### src/rtl/serial_unnegate_10.sv
// Bit-serial receiver: recovers A = -N (mod 2^WIDTH) from N sent LSB-first.
// Copies bits up to and including the first 1, inverts every later bit.
module serial_unnegate_10 #(
    parameter int WIDTH = 10
) (
    input  logic             clk,
    input  logic             rst_n,
    input  logic             bit_valid,
    input  logic             bit_in,
    input  logic             start,
    output logic             busy,
    output logic [WIDTH-1:0] A,
    output logic             A_valid,
    output logic             ovf
);

    localparam int CW = $clog2(WIDTH + 1);
    localparam logic [CW-1:0] LAST = CW'(WIDTH - 1);

    typedef enum logic {
        IDLE  = 1'b0,
        SHIFT = 1'b1
    } state_t;

    state_t           state_q, state_d;
    logic [CW-1:0]    cnt_q, cnt_d;
    // The final bit goes straight into A, so only WIDTH-1 bits need to be held.
    logic [WIDTH-2:0] sr_q, sr_d;
    logic             seen_q, seen_d;
    logic [WIDTH-1:0] a_q, a_d;
    logic             a_valid_q, a_valid_d;
    logic             ovf_q, ovf_d;
    logic             o_bit;

    always_comb begin
        state_d   = state_q;
        cnt_d     = cnt_q;
        sr_d      = sr_q;
        seen_d    = seen_q;
        a_d       = a_q;
        ovf_d     = ovf_q;
        a_valid_d = 1'b0;
        o_bit     = bit_in ^ seen_q;

        if (bit_valid) begin
            if (start) begin
                state_d = SHIFT;
                cnt_d   = CW'(1);
                seen_d  = bit_in;
                sr_d    = {bit_in, {(WIDTH-2){1'b0}}};
            end else if (state_q == SHIFT) begin
                sr_d   = {o_bit, sr_q[WIDTH-2:1]};
                seen_d = seen_q | bit_in;
                cnt_d  = cnt_q + CW'(1);
                if (cnt_q == LAST) begin
                    a_d       = {o_bit, sr_q};
                    ovf_d     = bit_in & ~seen_q;
                    a_valid_d = 1'b1;
                    state_d   = IDLE;
                    cnt_d     = '0;
                end
            end
        end
    end

    always_ff @(posedge clk or negedge rst_n) begin
        if (!rst_n) begin
            state_q   <= IDLE;
            cnt_q     <= '0;
            sr_q      <= '0;
            seen_q    <= 1'b0;
            a_q       <= '0;
            a_valid_q <= 1'b0;
            ovf_q     <= 1'b0;
        end else begin
            state_q   <= state_d;
            cnt_q     <= cnt_d;
            sr_q      <= sr_d;
            seen_q    <= seen_d;
            a_q       <= a_d;
            a_valid_q <= a_valid_d;
            ovf_q     <= ovf_d;
        end
    end

    assign busy    = (state_q == SHIFT);
    assign A       = a_q;
    assign A_valid = a_valid_q;
    assign ovf     = ovf_q;

endmodule

### config.mk
export PLATFORM = sky130hd
export DESIGN_NAME = serial_unnegate_10
export DESIGN_NICKNAME = d
export VERILOG_FILES = /design/src/rtl/serial_unnegate_10.sv
export SDC_FILE = /design/constraint.sdc
export NUM_CORES = 1
export LEC_CHECK = 0
export CAP_MARGIN = 25
export CORE_UTILIZATION = 52
export DETAILED_ROUTE_END_ITERATION = 16
export PLACE_DENSITY = 0.77
export SLEW_MARGIN = 10
export SYNTH_ARGS = -nofsm -noshare
export SYNTH_HDL_FRONTEND = slang
export SYNTH_SLANG_ARGS = --single-unit
### constraint.sdc
create_clock -name clk -period 1.8 [get_ports clk]
set_input_delay 0.36 -clock clk [delete_from_list [all_inputs] [get_ports clk]]
set_output_delay 0.36 -clock clk [all_outputs]
set_load 0.02 [all_outputs]
Word level (Yosys, flattened, before mapping)
Index checks and enable logic that the tools add are counted.
{ "word_totals": {"reg_bits": 27, "inputBits": 5, "output_inout_bits": 13, "wordCells": 31} }
{ "op_classes": {"addsub": 1, "n_eq_ne": 1, "mux": 14, "bitwise": 5, "reduce_logical": 3} }
{ "ops": {"columns": ["operator", "n"], "rows": [
  ["2-to-1 mux 9 bit", 2],
  ["2-to-1 mux 4 bit", 3],
  ["2-to-1 mux 1 bit", 9],
  ["adder 4 x 1 -> 4 bit, second input constant", 1],
  ["equality test 4 bit, second input constant", 1],
  ["AND reduction 4 bit", 1],
  ["inverter 1 bit", 2],
  ["AND reduction 2 bit", 1],
  ["nonzero test 2 bit", 1],
  ["bitwise AND 1 bit", 1],
  ["bitwise OR 1 bit", 1],
  ["bitwise XOR 1 bit", 1]
]} }

Logic depth before layout (Yosys ltp)
Gate-level depths: netlist (run 1).
{ "depth": {"depth_word": 5, "mapped_depth": 6, "mapped_depth_nobuf": 5} }

Worst setup path after synthesis (run 1)
OpenSTA, ideal clock, no wires.
{ "synth_path": {"path_type": "flip-flop to flip-flop", "from": "register cnt_q[1]", "to": "register a_q[2], in the netlist A[2]", "setup_ns": 0.125, "t_arrival_ns": 1.380, "required_ns": 1.675, "path_slack_ns": 0.295, "path_stages_with_launch": 7, "n_path_buf": 1, "path_cell_list": "dfrtp_1 inv_1 ha_1 nand3b_1 nor3_4 buf_6 mux2_2"} }
{ "synth_via": {"elab_chain_len": 2} }
{ "synth_rtl": {"columns": ["element", "line_no", "rtl"], "rows": [
  ["from (decl)", "26", "logic [CW-1:0] cnt_q, cnt_d;"],
  ["from (signal assigned)", "77", "cnt_q <= cnt_d;"],
  ["equality test 4 bit", "55", "if (cnt_q == LAST) begin"],
  ["AND reduction 4 bit (no line)", null, null],
  ["to (signal assigned)", "72", "a_q <= '0;"],
  ["to (signal assigned)", "80", "a_q <= a_d;"],
  ["to (decl)", "30", "logic [WIDTH-1:0] a_q, a_d;"]
]} }
No other way between the ends.
A chain may end at the register's enable or synchronous reset.

Worst setup path after layout (run 1)
{ "layout_path": {"from": "register a_q[1], in the netlist A[1]", "to": "output A[1]"} }
{ "layout_rtl": {"columns": ["element", "line_no", "rtl"], "rows": [
  ["to (decl)", "12", "output logic [WIDTH-1:0] A,"]
]} }
No word-level cell between the ends.

==> results.yml, run 1 <==
setup_path:
  required_ns: 1.44
  cp_max_fo: 2
  start_kind: "flop"
  critPathKind: "flop to output port"
  critical_path_buf_inv_count: 1
  worst_ep_arrival_time_ns: 1.31
  cp-startpoint: "A[1]"
  ff2ff_path_depth: 6
  r2r_slack_ns: 0.22
  crit_family: "buffers and inverters"
  path_cells: "clkdlybuf4s50_1"
  cpPeakStageDelay_ns: 0.60
  cpMaxStageDelayCell: "clkdlybuf4s50_1"
  critPathCaptureType: "output port"
  r2r-start: "cnt_q[1]"
  timing.rr.end: "A[3]"
clock_network:
  h-tree-depth: 1
  postCtsHoldBufs: 0
  numCtsBuffers: 3
  cts_tree: "done"
  clk_path_buf_depth: 2
  clk_latency_ns: 0.32
  clock-sinks: 27
  root_buffer: "clkbuf_4"
  clkTransAtPathRegs_ns: 0.14
route:
  vias: 889
  antenna_left: 0
  dr.pass1.iters: 6
  drt_iter0_markers: 12
  routed_wl_mm: 2.31
  drc: 0
  post_drt_wl_per_cell_um: 14.6
  vias_per_cell: 5.63
global_routing:
  grt_pass1_vias: 854
  overflow: 0
  grt_max_degree: 28
  antenna_found_initial: 0
  met1_usage: 0.296
  grt_pass1_wl_mm: 3.93
  grt_use_met2: 0.318
  grt.total_usage: 0.213
  top_usage_layer: "met2"
  met3_usage: 0.0268
layout:
  num-fill-cells: 164
  final_nets: 140
  syn2layout_area_growth_pct: 22.9
  n_antenna_cell: 0
  drive_gt1_frac: 0.208
  design_area_sq_mm: 0.00154
floorplan:
  dieArea_sq_mm: 0.00261
  ios: 18
  row_count: 17
  core_area_sq_mm: 0.00223
  start_util: 0.561
  die_x_um: 51.1
  die_y_um: 51.1
place:
  port-buffer-count: 17
  place_hpwl_mm: 1.66
  gp_congestion: 0.843
  placed_area_sq_mm: 0.00151
status:
  status: "completed"
synth:
  ys_ff_latch: 27
  ys_types: 31
  yosys_warnings: 0
  postSynthAreaPerCell_sq_um: 11.9
  netlist_area_sq_mm: 0.00125
  synth_seq_area_share: 0.539
  synth_cells: 105
  synth_fp_nets: 114
worst_hold_path:
  min_path_type: "primary input to asynchronous set/reset pin"
sta:
  tightest_slew_ns: 0.340
  fin_crit_ns: 1.67
  slew_viol_final: 0
  setup-violations-final: 0
  maxSlewHeadroom: 0.773
  setup_tns_ns: 0
  fin_crit_sh: 0.928
  hold_violations: 0
  rsz0062_at_grt: "false"
  max_freq_ghz: 0.599
  finClkSkew_ns: 0.00238
power:
  leakage_nw: 0.709
  powerDensity_mw_per_mm2: 1050
  ir_drop_v: 0.000591
run:
  maxCapViolations: 0
==> flip-flops by register name, summed over array words and instances (netlist names) <==
name,count
A,10
A_valid,1
busy,1
cnt_q,4
ovf,1
seen_q,1
sr_q,9
==> synthesized netlist by cell type <==
cell	number	area, sq um
buf_6	1	11.3
ha_1	4	50.1
nand3b_1	2	15.0
and2b_1	5	37.5
or3_1	1	6.26
nand4b_1	1	8.76
mux2_2	11	124
a22o_1	1	8.76
clkbuf_1	1	3.75
buf_4	1	7.51
nor2b_1	2	12.5
o22ai_1	3	18.8
inv_1	4	15.0
dfrtp_1	27	676
o2bb2ai_1	8	70.1
nand2_2	1	6.26
and3b_1	1	8.76
nor2_1	1	3.75
a32o_1	1	10.0
o41ai_1	1	8.76
clkinv_1	1	3.75
nand3_1	3	15.0
nand4_1	1	6.26
o21ai_0	4	20.0
and2_1	1	6.26
or4_1	1	7.51
a21oi_1	8	40.0
buf_2	2	10.0
a21o_1	1	7.51
nor3_4	1	16.3
nand2_1	5	18.8
==> power breakdown <==
part / switching, W / internal [W] / leakage, nW
registers: 0.000101 / 0.000724 / 0.358
clock network: 0.000177 / 0.0000850 / 0.0139
logic: 0.000256 / 0.000269 / 0.336
==> cell families after synthesis <==
logic type	after synthesis	synth area share
AO/OA/AOI/OAI	27	0.147
flip-flops	27	0.539
AND/OR/NAND/NOR	26	0.135
multiplexers	11	0.0988
buffers and inverters	10	0.0409
adder cells (fa/ha/maj)	4	0.0399
==> through the flow <==
| stage | hold slack [ns] | total power, W | util | std cells | setup slack [ns] |
|---|---|---|---|---|---|
| detailed placement | 0.495 | 0.00136 | 0.675 | 154 | 0.0289 |
| floorplan | 0.0644 | 0.00114 | - | 105 | 0.295 |
| global placement | 0.491 | 0.00134 | 0.675 | 154 | 0.0457 |
| CTS | 0.381 | 0.00163 | 0.689 | 158 | 0.0236 |
| global route | 0.392 | 0.00172 | 0.690 | 158 | 0.0753 |
| finish | 0.386 | 0.00161 | 0.690 | 158 | 0.130 |
==> layer usage <==
layer  part of all wire  routed length (um)  up-vias
li1                   -                   -      438
met5                  0                   0        -
met3              0.032                  74        8
met4              0.022                  51        0
met1               0.47                1080      422
met2               0.48                1100       21
==> placed cells by master (no fill, tap or decap) <==
cell type,netlist,final
and2_1,1,1
o21ai_0,4,4
or3_1,1,1
nand3_1,3,3
nand2_1,5,5
nor2b_1,2,2
nor3_4,1,1
a32o_1,1,1
clkinv_1,1,1
dfrtp_2,0,1
buf_4,1,8
clkdlybuf4s50_1,0,16
and3b_1,1,1
clkinvlp_4,0,1
nand2_2,1,1
dfrtp_1,27,26
a22o_1,1,1
o2bb2ai_1,8,8
buf_12,0,1
a21oi_1,8,8
clkbuf_4,0,3
dlymetal6s2s_1,0,1
nand4_1,1,1
or4_1,1,1
o41ai_1,1,1
nand3b_1,2,2
nor2_1,1,1
and2b_1,5,5
mux2_2,11,11
nand4b_1,1,1
inv_1,4,4
o22ai_1,3,3
ha_1,4,4
a21o_1,1,1
==> cell type report <==
class,count,area [sq um],share of cell area
flip-flops and latches,27,677,0.439
multi-input cells,68,527,0.342
repair buffers,26,253,0.164
well taps,28,35.0,0.0227
clock buffers,3,22.5,0.0146
inverters,5,18.8,0.0122
clock inverters,1,7.51,0.00487
==> how the worst max path moves through the flow <==
| stage | cells past startpoint | to | slack (ns) |
|---|---|---|---|
| after detailed placement | 5 | A[1] | 0.03 |
| after global placement | 4 | cnt_q[3] | 0.05 |
| final | 1 | A[1] | 0.13 |
| after floorplan | 6 | A[2] | 0.30 |
| after CTS | 1 | busy | 0.02 |
| after global routing | 1 | A[7] | 0.08 |
==> repair_timing <==
action                                  in CTS  in global routing
gates resized for setup                      1                  1
endpoints found under the setup margin       1                  1
buffers inserted                             0                  0
Note: power is estimated with default switching activity, not from simulation.
==> run 2, diff against run 1 <==
--- a/config.mk
+++ b/config.mk
@@ -9,7 +9,6 @@
 export CORE_UTILIZATION = 52
 export DETAILED_ROUTE_END_ITERATION = 16
 export PLACE_DENSITY = 0.77
-export SLEW_MARGIN = 10
 export SYNTH_ARGS = -nofsm -noshare
 export SYNTH_HDL_FRONTEND = slang
 export SYNTH_SLANG_ARGS = --single-unit
==> results of run 2 <==
Same layout as run 1: the final DEF is identical, and so are final timing and power.
